<file path="src/rtl/shift_counter_seq_pkg.sv">
// Shared definitions for the ring/Johnson shift counter sequencer.
//   MODE_*    : run mode encoding as seen on the request bus
//   state_e   : sequencer FSM encoding
//   seed_lsb  : seed value's LSB for a mode (all other seed bits are zero)
package shift_counter_seq_pkg;

  localparam logic MODE_RING    = 1'b0;
  localparam logic MODE_JOHNSON = 1'b1;

  typedef enum logic [1:0] {
    ST_IDLE = 2'd0,
    ST_RUN  = 2'd1,
    ST_DONE = 2'd2
  } state_e;

  // Ring seeds a single one-hot bit, Johnson seeds all zeros; both seeds are
  // zero above bit 0, so only the LSB depends on mode.
  function automatic logic seed_lsb(input logic mode);
    return (mode == MODE_RING);
  endfunction

endpackage

</file>
<file path="src/rtl/shift_counter_seq_if.sv">
// Request/status bus between host control and the shift counter sequencer.
//   master : host side (drives start/mode/n_steps/en/stop)
//   slave  : sequencer side (drives ready/busy/q/step_cnt/wrap/done/aborted)
interface shift_counter_seq_if #(
  parameter int WIDTH = 8,
  parameter int CNT_W = 8
);
  logic             start;
  logic             mode;
  logic [CNT_W-1:0] n_steps;
  logic             en;
  logic             stop;
  logic             ready;
  logic             busy;
  logic [WIDTH-1:0] q;
  logic [CNT_W-1:0] step_cnt;
  logic             wrap;
  logic             done;
  logic             aborted;

  modport master (
    output start, mode, n_steps, en, stop,
    input  ready, busy, q, step_cnt, wrap, done, aborted
  );

  modport slave (
    input  start, mode, n_steps, en, stop,
    output ready, busy, q, step_cnt, wrap, done, aborted
  );
endinterface

</file>
<file path="src/rtl/shift_counter_seq_shift_core.sv">
// Shift-register datapath: ring or Johnson rotation with synchronous seed load.
//   clk, rst   : clock, async active-high reset (q clears to 0)
//   mode_i     : 0 ring, 1 Johnson
//   load_i     : load seed_i (priority over shift_i)
//   seed_i     : seed value
//   shift_i    : advance one step
//   q_o        : current value
//   q_shift_o  : value the register would take on a shift (for wrap detect)
module shift_core #(
  parameter int WIDTH = 8
) (
  input  logic             clk,
  input  logic             rst,
  input  logic             mode_i,
  input  logic             load_i,
  input  logic [WIDTH-1:0] seed_i,
  input  logic             shift_i,
  output logic [WIDTH-1:0] q_o,
  output logic [WIDTH-1:0] q_shift_o
);
  import shift_counter_seq_pkg::*;

  logic [WIDTH-1:0] q_q;

  // Johnson feeds back the inverted MSB; ring feeds it back as-is.
  assign q_shift_o = {q_q[WIDTH-2:0], (mode_i == MODE_JOHNSON) ? ~q_q[WIDTH-1] : q_q[WIDTH-1]};
  assign q_o       = q_q;

  always_ff @(posedge clk or posedge rst) begin
    if (rst)          q_q <= '0;
    else if (load_i)  q_q <= seed_i;
    else if (shift_i) q_q <= q_shift_o;
  end

endmodule

</file>
<file path="src/rtl/shift_counter_seq.sv">
// Sequencer for the ring/Johnson shift counter.
//   clk, rst : clock, async active-high reset
//   bus      : slave side of shift_counter_seq_if
//              in : start, mode, n_steps, en, stop
//              out: ready, busy, q, step_cnt, wrap, done, aborted
// A run is accepted in IDLE, seeds the core, shifts on en cycles until
// n_steps shifts are done or stop arrives, then spends one cycle in DONE.
module shift_counter_seq #(
  parameter int WIDTH = 8,
  parameter int CNT_W = 8
) (
  input  logic                 clk,
  input  logic                 rst,
  shift_counter_seq_if.slave   bus
);
  import shift_counter_seq_pkg::*;

  state_e           state_q;
  logic             mode_q;
  logic [CNT_W-1:0] n_steps_q;
  logic [CNT_W-1:0] step_cnt_q;
  logic             wrap_q;
  logic             done_q;
  logic             aborted_q;

  logic             accept;
  logic             do_shift;
  logic             core_mode;
  logic [WIDTH-1:0] load_seed;
  logic [WIDTH-1:0] run_seed;
  logic [WIDTH-1:0] q_cur;
  logic [WIDTH-1:0] q_shift;
  logic [CNT_W-1:0] cnt_inc;

  assign accept    = (state_q == ST_IDLE) && bus.start;
  // stop wins over en: no shift in the abort cycle.
  assign do_shift  = (state_q == ST_RUN) && bus.en && !bus.stop;
  // On accept the core must already see the new mode; afterwards the latched one.
  assign core_mode = accept ? bus.mode : mode_q;
  assign load_seed = {{(WIDTH-1){1'b0}}, seed_lsb(bus.mode)};
  assign run_seed  = {{(WIDTH-1){1'b0}}, seed_lsb(mode_q)};
  assign cnt_inc   = step_cnt_q + 1'b1;

  shift_core #(.WIDTH(WIDTH)) u_core (
    .clk       (clk),
    .rst       (rst),
    .mode_i    (core_mode),
    .load_i    (accept),
    .seed_i    (load_seed),
    .shift_i   (do_shift),
    .q_o       (q_cur),
    .q_shift_o (q_shift)
  );

  always_ff @(posedge clk or posedge rst) begin
    if (rst) begin
      state_q    <= ST_IDLE;
      mode_q     <= MODE_RING;
      n_steps_q  <= '0;
      step_cnt_q <= '0;
      wrap_q     <= 1'b0;
      done_q     <= 1'b0;
      aborted_q  <= 1'b0;
    end else begin
      wrap_q <= 1'b0;
      done_q <= 1'b0;
      case (state_q)
        ST_IDLE: begin
          if (bus.start) begin
            mode_q     <= bus.mode;
            n_steps_q  <= bus.n_steps;
            step_cnt_q <= '0;
            aborted_q  <= 1'b0;
            if (bus.n_steps == '0) begin
              state_q <= ST_DONE;
              done_q  <= 1'b1;
            end else begin
              state_q <= ST_RUN;
            end
          end
        end
        ST_RUN: begin
          if (bus.stop) begin
            aborted_q <= 1'b1;
            state_q   <= ST_DONE;
            done_q    <= 1'b1;
          end else if (bus.en) begin
            step_cnt_q <= cnt_inc;
            wrap_q     <= (q_shift == run_seed);
            if (cnt_inc == n_steps_q) begin
              state_q <= ST_DONE;
              done_q  <= 1'b1;
            end
          end
        end
        ST_DONE: state_q <= ST_IDLE;
        default: state_q <= ST_IDLE;
      endcase
    end
  end

  assign bus.ready    = (state_q == ST_IDLE);
  assign bus.busy     = (state_q == ST_RUN);
  assign bus.q        = q_cur;
  assign bus.step_cnt = step_cnt_q;
  assign bus.wrap     = wrap_q;
  assign bus.done     = done_q;
  assign bus.aborted  = aborted_q;

endmodule

</file>
<file path="src/flat_wrapper.sv">
// flat-port wrapper written by rule: the top's interface ports become plain ports
module shift_counter_seq_flat import shift_counter_seq_pkg::*;
#(
  parameter int WIDTH = 8,
  parameter int CNT_W = 8
)
  (clk, rst, bus_start, bus_mode, bus_n_steps, bus_en, bus_stop, bus_ready, bus_busy, bus_q, bus_step_cnt, bus_wrap, bus_done, bus_aborted);
  shift_counter_seq_if #(.WIDTH(WIDTH), .CNT_W(CNT_W)) bus_i ();
  input  logic clk;
  input  logic rst;
  input wire logic [$bits(bus_i.start)-1:0] bus_start;
  input wire logic [$bits(bus_i.mode)-1:0] bus_mode;
  input wire logic [$bits(bus_i.n_steps)-1:0] bus_n_steps;
  input wire logic [$bits(bus_i.en)-1:0] bus_en;
  input wire logic [$bits(bus_i.stop)-1:0] bus_stop;
  output wire logic [$bits(bus_i.ready)-1:0] bus_ready;
  output wire logic [$bits(bus_i.busy)-1:0] bus_busy;
  output wire logic [$bits(bus_i.q)-1:0] bus_q;
  output wire logic [$bits(bus_i.step_cnt)-1:0] bus_step_cnt;
  output wire logic [$bits(bus_i.wrap)-1:0] bus_wrap;
  output wire logic [$bits(bus_i.done)-1:0] bus_done;
  output wire logic [$bits(bus_i.aborted)-1:0] bus_aborted;
  assign bus_i.start = bus_start;
  assign bus_i.mode = bus_mode;
  assign bus_i.n_steps = bus_n_steps;
  assign bus_i.en = bus_en;
  assign bus_i.stop = bus_stop;
  assign bus_ready = bus_i.ready;
  assign bus_busy = bus_i.busy;
  assign bus_q = bus_i.q;
  assign bus_step_cnt = bus_i.step_cnt;
  assign bus_wrap = bus_i.wrap;
  assign bus_done = bus_i.done;
  assign bus_aborted = bus_i.aborted;
  shift_counter_seq #(.WIDTH(WIDTH), .CNT_W(CNT_W)) u_core (.clk(clk), .rst(rst), .bus(bus_i));
endmodule
</file>
<file path="config.mk">
export PLATFORM = sky130hd
export DESIGN_NAME = shift_counter_seq_flat
export DESIGN_NICKNAME = d
export VERILOG_FILES = /design/src/rtl/shift_counter_seq_pkg.sv /design/src/rtl/shift_counter_seq_if.sv /design/src/rtl/shift_counter_seq_shift_core.sv /design/src/rtl/shift_counter_seq.sv /design/src/flat_wrapper.sv
export SDC_FILE = /design/constraint.sdc
export NUM_CORES = 1
export LEC_CHECK = 0
export ABC_AREA = 1
export ABC_CLOCK_PERIOD_IN_PS = 1900
export CAP_MARGIN = 20
export CORE_UTILIZATION = 35
export DETAILED_ROUTE_END_ITERATION = 10
export GPL_TIMING_DRIVEN = 0
export PLACE_DENSITY = 0.69
export SLEW_MARGIN = 10
export SYNTH_ARGS = -nofsm -noshare
export SYNTH_HDL_FRONTEND = slang
export SYNTH_SLANG_ARGS = --single-unit
</file>
<file path="constraint.sdc">
create_clock -name clk -period 1.9 [get_ports clk]
set_input_delay 0.19 -clock clk [delete_from_list [all_inputs] [get_ports clk]]
set_output_delay 0.19 -clock clk [all_outputs]
set_load 0.01 [all_outputs]
</file>
==> results_tabular.tex, run 1 <==
\begin{tabular}{lr}
\hline
Metric & Value \\
\hline
\multicolumn{2}{l}{\textbf{Final layout}} \\
Relative area change from synthesis to final layout & 34.12\% \\
End-of-flow core utilization & 48.91\% \\
Number of inserted diodes & 0 \\
Final cell count without fillers & 290 \\
Fraction of final layout cells sized beyond drive strength 1 & 11.34\% \\
Net total in the final layout & 252 \\
\multicolumn{2}{l}{\textbf{Power and ir drop}} \\
Power dissipated by switching net loads & 0.9136 mW \\
Internal power consumption & 1.632 mW \\
Combinational cell fraction of total power & 37.6\% \\
Switching fraction of total power & 35.88\% \\
Clock network power share & 24.4\% \\
Largest vdd supply drop & 0.6474 mV \\
Post-layout total power & 2.546 mW \\
Power per cell area & 1196 nW/um\^{}2 \\
Static leakage power & 0.9833 nW \\
Seq pwr share & 38.1\% \\
\multicolumn{2}{l}{\textbf{Global route}} \\
Pin count of the biggest net entering global routing & 18 \\
Via count of the first global-routing pass & 1284 \\
First-pass GRT wire length & 5940 um \\
Overall overflow remaining after global route & 0 \\
Number of antenna violations at the first check in global routing & 0 \\
Global-route total usage across every layer & 15.69\% \\
\multicolumn{2}{l}{\textbf{Setup path}} \\
Critical path, cell by cell & inv\_1 -> nor2\_4 -> clkdlybuf4s50\_1 \\
Type of origin of the critical path & register \\
Critical path class & reg -> out \\
Crit path buffers/inverters & 2 \\
Endpoint required time on the critical path & 1710 ps \\
Cell family with most CP delay & buffers and inverters \\
Master of the slowest instance on the critical path & sky130\_fd\_sc\_hd\_\_clkdlybuf4s50\_1 \\
Endpoint kind of the worst setup timing path & output port \\
Flop-to-flop setup slack & 220 ps \\
Worst path max stage delay & 560 ps \\
Biggest fanout along the worst timing path & 5 \\
Endpoint arrival time on the critical path & 1500 ps \\
\multicolumn{2}{l}{\textbf{Synth}} \\
Number of nets produced by synthesis & 210 \\
Distinct cell type count of the synthesized netlist & 28 \\
Fraction of synthesis flops using an asynchronous set or reset pin & 100.0\% \\
Post-Synthesis Mean Instance Area & 8.142 sq um \\
Library cell with the largest summed area after synthesis & sky130\_fd\_sc\_hd\_\_dfrtp\_1 \\
Yosys synthesis warning count & 0 \\
Most frequent cell after synthesis & sky130\_fd\_sc\_hd\_\_nand2\_1 \\
Sequential element share of the synthesized area & 47.28\% \\
Synth top cells by count & sky130\_fd\_sc\_hd\_\_nand2\_1 (47), sky130\_fd\_sc\_hd\_\_inv\_1 (32), sky130\_fd\_sc\_hd\_\_dfrtp\_1 (30) \\
Prevailing post-synth register cell & sky130\_fd\_sc\_hd\_\_dfrtp\_1 \\
Synth top area share & 47.28\% \\
Number of flops mapped to enable cells by yosys & 0 \\
Netlist area before placement & 1588 sq um \\
Synth top area cells & sky130\_fd\_sc\_hd\_\_dfrtp\_1 (47\%), sky130\_fd\_sc\_hd\_\_nand2\_1 (11\%), sky130\_fd\_sc\_hd\_\_inv\_1 (7.6\%) \\
Total of flip-flops plus latches after synthesis & 30 \\
Cells after synthesis & 195 \\
\multicolumn{2}{l}{\textbf{Route}} \\
Pre-antenna DRT Iters & 4 \\
DRC errors left & 0 \\
Aggregate routed wire length & 3359 um \\
Avg WL per Cell & 11.58 um \\
Via total after detailed routing & 1390 \\
Drt via density & 4.793 \\
Number of design-rule violations left by the first detailed-router iteration & 96 \\
Residual antenna-violating net count after detailed routing & 0 \\
\multicolumn{2}{l}{\textbf{Clock network}} \\
Clock tree root buffer cell & sky130\_fd\_sc\_hd\_\_clkbuf\_8 \\
Clock slew seen by the registers of the worst setup and hold paths & 60 ps \\
Clock Latency Late Sink & 280 ps \\
Count of H-tree levels built during CTS & 2 \\
Max clock buf depth & 2 \\
Sink Count & 30 \\
Clock tree from TritonCTS & yes \\
CTS Buf Count & 5 \\
\multicolumn{2}{l}{\textbf{Timing}} \\
Portion of the clock cycle consumed by the worst path in the final layout & 88.86\% \\
Endpoints failing hold & 0 \\
Skew final & 6.653 ps \\
Post-route minimum period & 1688 ps \\
Highest Clock Rate & 0.5923 GHz \\
Unrepaired setup endpoints after global routing & no \\
Number of endpoints failing setup at the final stage & 0 \\
Sum Neg Setup Slack & 0 ps \\
Slew HR & 60.18\% \\
Slew Viols, Final & 0 \\
Slew at the pin closest to its max-slew limit & 596.6 ps \\
\multicolumn{2}{l}{\textbf{Die}} \\
Die area & 4810 sq um \\
Die height & 69.36 um \\
Die width & 69.36 um \\
Top-level port count & 35 \\
Starting density of the core & 36.47\% \\
Row Count & 24 \\
Area inside the core boundary & 4354 sq um \\
\multicolumn{2}{l}{\textbf{Placed design}} \\
Number of placed instances with taps included & 282 \\
Number of buffer cells added on primary ports & 34 \\
RePlAce Congestion & 0.7721 \\
Dpl hpwl & 2571 um \\
\multicolumn{2}{l}{\textbf{Flow run}} \\
Number of maximum-capacitance constraint violations & 0 \\
\multicolumn{2}{l}{\textbf{Hold path}} \\
Hold crit path type & in -> async \\
\multicolumn{2}{l}{\textbf{Outcome}} \\
Result of the run & completed \\
\hline
\end{tabular}
-- area by class of cell --
| type | count | area [sq um] |
|---|---|---|
| fillers | 419 | 2225 |
| well taps | 52 | 65.06 |
| repair buffers | 35 | 367.9 |
| flip-flops and latches | 30 | 750.7 |
| clock buffers | 7 | 76.32 |
| plain buffers | 2 | 7.507 |
| multi-input cells | 129 | 701.9 |
| inverters | 34 | 130.1 |
| clock inverters | 1 | 30.03 |
-- worst register-to-register path: cells and delay by family (launching register included) --
family	cells	cell delay, ps
AND/OR/NAND/NOR	4	450
AO/OA/AOI/OAI	3	410
adder cells (fa/ha/maj)	1	260
flip-flops	1	440
-- cells in the final DEF (no fill, tap or decap), drive strengths merged --
cell	instances
nand3b	3
xor2	1
nor2	11
nor3	3
xnor2	1
ha	1
o31ai	2
dfrtp	30
a21oi	5
or2	1
nand3	17
o21ai	21
bufinv	1
inv	34
o22ai	5
clkbuf	9
nand2	53
buf	1
nand4	4
nor4	1
clkdlybuf4s50	34
-- path summary, 6_finish.rpt --
check,from,to,depth (start not counted)
setup / recovery,u_core.state_q[0]$_DFFE_PP0P_,bus_busy,3
hold / removal,rst,u_core.state_q[0]$_DFFE_PP0P_,2
setup reg to reg,u_core.bus.step_cnt[0]$_DFFE_PP0P_,u_core.state_q[0]$_DFFE_PP0P_,8
hold reg to reg,u_core.n_steps_q[6]$_DFFE_PP0N_,u_core.n_steps_q[6]$_DFFE_PP0N_,2
max in group asynchronous,rst,u_core.bus.step_cnt[4]$_DFFE_PP0P_,3
min in group clk,u_core.n_steps_q[6]$_DFFE_PP0N_,u_core.n_steps_q[6]$_DFFE_PP0N_,2
-- power by group through the flow --
stage                     logic (mW)  clock network, mW  registers, mW
after CTS                      0.967              0.630          0.969
after global placement         0.938                  0          0.972
after global routing            1.07              0.660          0.993
after floorplan                0.598                  0          0.973
after detailed placement       0.962                  0          0.978
final                          0.957              0.620          0.969
-- routing by layer --
layer  share of wire (%)  track usage [%]  vias up
met3                 4.2            3.924        6
met5                   0                0        -
met1                  48            20.26      635
li1                    -                -      719
met2                  45            24.27       30
met4                 2.4            8.163        0
-- what timing repair did --
item / in CTS / in global routing
hold endpoints to repair: 0 / 0
hold buffers: 0 / 0
setup buffers: 0 / 0
setup endpoints to repair: 0 / 1
resized for setup: 0 / 1
-- logic make-up after synthesis --
kind of cell	share of synthesized area, %
simple gates	30.34
buf+inv	8.669
compound gates	11.35
flops	47.28
xor+xnor	1.576
fa+ha+maj	0.7879
-- per-stage QoR --
step           hold WS (ps)  setup slack [ps]  area, sq um
2_1_floorplan         280.8             389.2         1588
3_3_place_gp          467.2             245.2         1993
3_5_place_dp          473.0             224.0         2021
4_1_cts               294.3             200.7         2127
5_1_grt               346.2             29.00         2130
6_report              275.6             211.6         2130
-- registers in the layout, indices dropped and copies added (netlist names) --
name and flops:
u_core.bus.aborted 1, u_core.bus.done 1, u_core.bus.step_cnt 8, u_core.bus.wrap 1, u_core.mode_q 1, u_core.n_steps_q 8
u_core.state_q 2, u_core.u_core.q_o 8
Power figures use the tool's default switching activity.
==> inputs of run 2 (changes only) <==
PLACE_DENSITY = 0.57   (was 0.69)
==> results_tabular.tex, run 2 (synthesis gave the netlist of run 1 again) <==
\begin{tabular}{lr}
\hline
Metric & Value \\
\hline
\multicolumn{2}{l}{\textbf{Final layout}} \\
Most frequent cells in the layout & sky130\_fd\_sc\_hd\_\_nand2\_1 (47), sky130\_fd\_sc\_hd\_\_clkdlybuf4s50\_1 (34), sky130\_fd\_sc\_hd\_\_inv\_1 (32) \\
Relative area change from synthesis to final layout & 33.02\% \\
Net total in the final layout & 252 \\
Number of inserted diodes & 0 \\
Final cell count without fillers & 290 \\
End-of-flow core utilization & 48.51\% \\
Number of fillers in the final layout & 445 \\
Most frequent standard cell in the layout excluding fill and tap cells & sky130\_fd\_sc\_hd\_\_nand2\_1 \\
Finished Cell Area & 2112 sq um \\
Fraction of final layout cells sized beyond drive strength 1 & 11.34\% \\
\multicolumn{2}{l}{\textbf{Placed design}} \\
Placement Cell Area & 2021 sq um \\
Number of placed instances with taps included & 282 \\
Pre-CTS worst setup slack & 194.6 ps \\
Dpl hpwl & 2685 um \\
RePlAce Congestion & 0.7420 \\
Number of buffer cells added on primary ports & 34 \\
\multicolumn{2}{l}{\textbf{Setup path}} \\
Endpoint required time on the critical path & 2060 ps \\
Master of the slowest instance on the critical path & sky130\_fd\_sc\_hd\_\_dfrtp\_1 \\
Cell repeated most along the worst path & sky130\_fd\_sc\_hd\_\_nand2\_1 \\
Critical path, cell by cell & ha\_1 -> inv\_1 -> nand2\_1 -> nand2\_1 -> nand2\_1 -> nand2\_1 -> nor2\_1 -> nand3\_1 -> nor2\_2 -> nand3\_2 -> nand2\_1 -> o21ai\_1 \\
Flop-to-flop setup slack & 210 ps \\
Critical path class & reg -> reg \\
Worst path max stage delay & 440 ps \\
Reg-to-Reg End & u\_core.state\_q[0]\$\_DFFE\_PP0P\_ \\
Type of origin of the critical path & register \\
Endpoint arrival time on the critical path & 1850 ps \\
Biggest fanout along the worst timing path & 6 \\
RR Startpoint & u\_core.bus.step\_cnt[0]\$\_DFFE\_PP0P\_ \\
Endpoint kind of the worst setup timing path & register \\
R2R depth & 12 \\
\multicolumn{2}{l}{\textbf{Power and ir drop}} \\
Switching fraction of total power & 37.79\% \\
Power dissipated by switching net loads & 0.9290 mW \\
Seq pwr share & 39.5\% \\
Internal power consumption & 1.529 mW \\
Power per cell area & 1164 nW/um\^{}2 \\
Largest vdd supply drop & 0.5646 mV \\
Post-layout total power & 2.459 mW \\
Clock network power share & 21.9\% \\
Combinational cell fraction of total power & 38.7\% \\
Static leakage power & 0.9816 nW \\
\multicolumn{2}{l}{\textbf{Global route}} \\
Overall overflow remaining after global route & 0 \\
Pin count of the biggest net entering global routing & 19 \\
Number of antenna violations at the first check in global routing & 0 \\
Via count of the first global-routing pass & 1294 \\
Global-route total usage across every layer & 16.29\% \\
First-pass GRT wire length & 6127 um \\
\multicolumn{2}{l}{\textbf{Clock network}} \\
Clock slew seen by the registers of the worst setup and hold paths & 70 ps \\
Post-CTS setup buffer count & 0 \\
Max clock buf depth & 2 \\
Clock tree from TritonCTS & yes \\
Sink Count & 30 \\
CTS Buf Count & 5 \\
Post-CTS Resized & 0 \\
Clock Latency Late Sink & 280 ps \\
Clock tree root buffer cell & sky130\_fd\_sc\_hd\_\_clkbuf\_8 \\
Count of H-tree levels built during CTS & 2 \\
Hold buffer count at cts & 0 \\
\multicolumn{2}{l}{\textbf{Route}} \\
Residual antenna-violating net count after detailed routing & 0 \\
Drt via density & 4.703 \\
Avg WL per Cell & 12.08 um \\
Pre-antenna DRT Iters & 4 \\
DRC errors left & 0 \\
Via total after detailed routing & 1364 \\
Aggregate routed wire length & 3504 um \\
Number of design-rule violations left by the first detailed-router iteration & 79 \\
\multicolumn{2}{l}{\textbf{Hold path}} \\
Hold crit path type & in -> async \\
\multicolumn{2}{l}{\textbf{Timing}} \\
Sum Neg Setup Slack & 0 ps \\
Slew HR & 62.38\% \\
Setup slack of the critical path after layout & 214.6 ps \\
Skew final & 7.789 ps \\
Slew Viols, Final & 0 \\
Worst hold slack across all endpoints & 257.2 ps \\
Post-route minimum period & 1685 ps \\
Endpoints failing hold & 0 \\
Highest Clock Rate & 0.5933 GHz \\
Portion of the clock cycle consumed by the worst path in the final layout & 88.70\% \\
Unrepaired setup endpoints after global routing & no \\
Slew at the pin closest to its max-slew limit & 563.7 ps \\
Number of endpoints failing setup at the final stage & 0 \\
\multicolumn{2}{l}{\textbf{Die}} \\
Die height & 69.36 um \\
Starting density of the core & 36.47\% \\
Die area & 4810 sq um \\
Row Count & 24 \\
Die width & 69.36 um \\
Top-level port count & 35 \\
Area inside the core boundary & 4354 sq um \\
\multicolumn{2}{l}{\textbf{Flow run}} \\
Number of maximum-capacitance constraint violations & 0 \\
\multicolumn{2}{l}{\textbf{Outcome}} \\
Result of the run & completed \\
\hline
\end{tabular}
run 2: final cells by class:
class / count / area, sq um / area share, %
buffer: 2 / 7.507 / 0.3554
clock buffer: 7 / 86.33 / 4.088
clock inverter: 1 / 5.005 / 0.2370
inverter: 34 / 130.1 / 6.161
multi-input combinational: 129 / 699.4 / 33.12
sequential: 30 / 750.7 / 35.54
tap: 52 / 65.06 / 3.081
timing repair buffer: 35 / 367.9 / 17.42
run 2: power groups by stage:
stage / combinational (mW) / sequential [mW] / clock [mW]
6_report: 0.950 / 0.971 / 0.537
5_1_grt: 1.07 / 0.999 / 0.585
2_1_floorplan: 0.598 / 0.973 / 0
4_1_cts: 0.967 / 0.971 / 0.557
3_3_place_gp: 0.947 / 0.980 / 0
3_5_place_dp: 0.962 / 0.983 / 0
run 2: how the worst max path moves through the flow:
stage,slack (ps),cells after the start,from,endpoint
2_1_floorplan,390,9,u_core.bus.step_cnt[0]$_DFFE_PP0P_,u_core.state_q[0]$_DFFE_PP0P_
3_3_place_gp,220,8,u_core.bus.step_cnt[0]$_DFFE_PP0P_,u_core.state_q[0]$_DFFE_PP0P_
3_5_place_dp,190,12,u_core.bus.step_cnt[0]$_DFFE_PP0P_,u_core.state_q[0]$_DFFE_PP0P_
4_1_cts,180,12,u_core.bus.step_cnt[0]$_DFFE_PP0P_,u_core.state_q[0]$_DFFE_PP0P_
5_1_grt,7,12,u_core.bus.step_cnt[0]$_DFFE_PP0P_,u_core.state_q[0]$_DFFE_PP0P_
6_report,210,12,u_core.bus.step_cnt[0]$_DFFE_PP0P_,u_core.state_q[0]$_DFFE_PP0P_
run 2: per-layer routing:
metal	vias up	track usage [%]	share of wire, %
met5	-	0	0
li1	718	-	-
met2	24	25.67	47
met3	2	3.488	2.8
met1	620	21.68	49
met4	0	6.803	0.83
run 2: worst max-delay path: cells and delay by family, from the launching register on:
kind / cells / cell delay [ps]
flops: 1 / 440
simple gates: 9 / 730
compound gates: 1 / 60
buf+inv: 1 / 60
fa+ha+maj: 1 / 280
==> inputs of run 3 (changes only) <==
SLEW_MARGIN = not set   (was 10)
==> results of run 3 <==
Same layout as run 2: the final DEF is identical, and so are final timing and power.
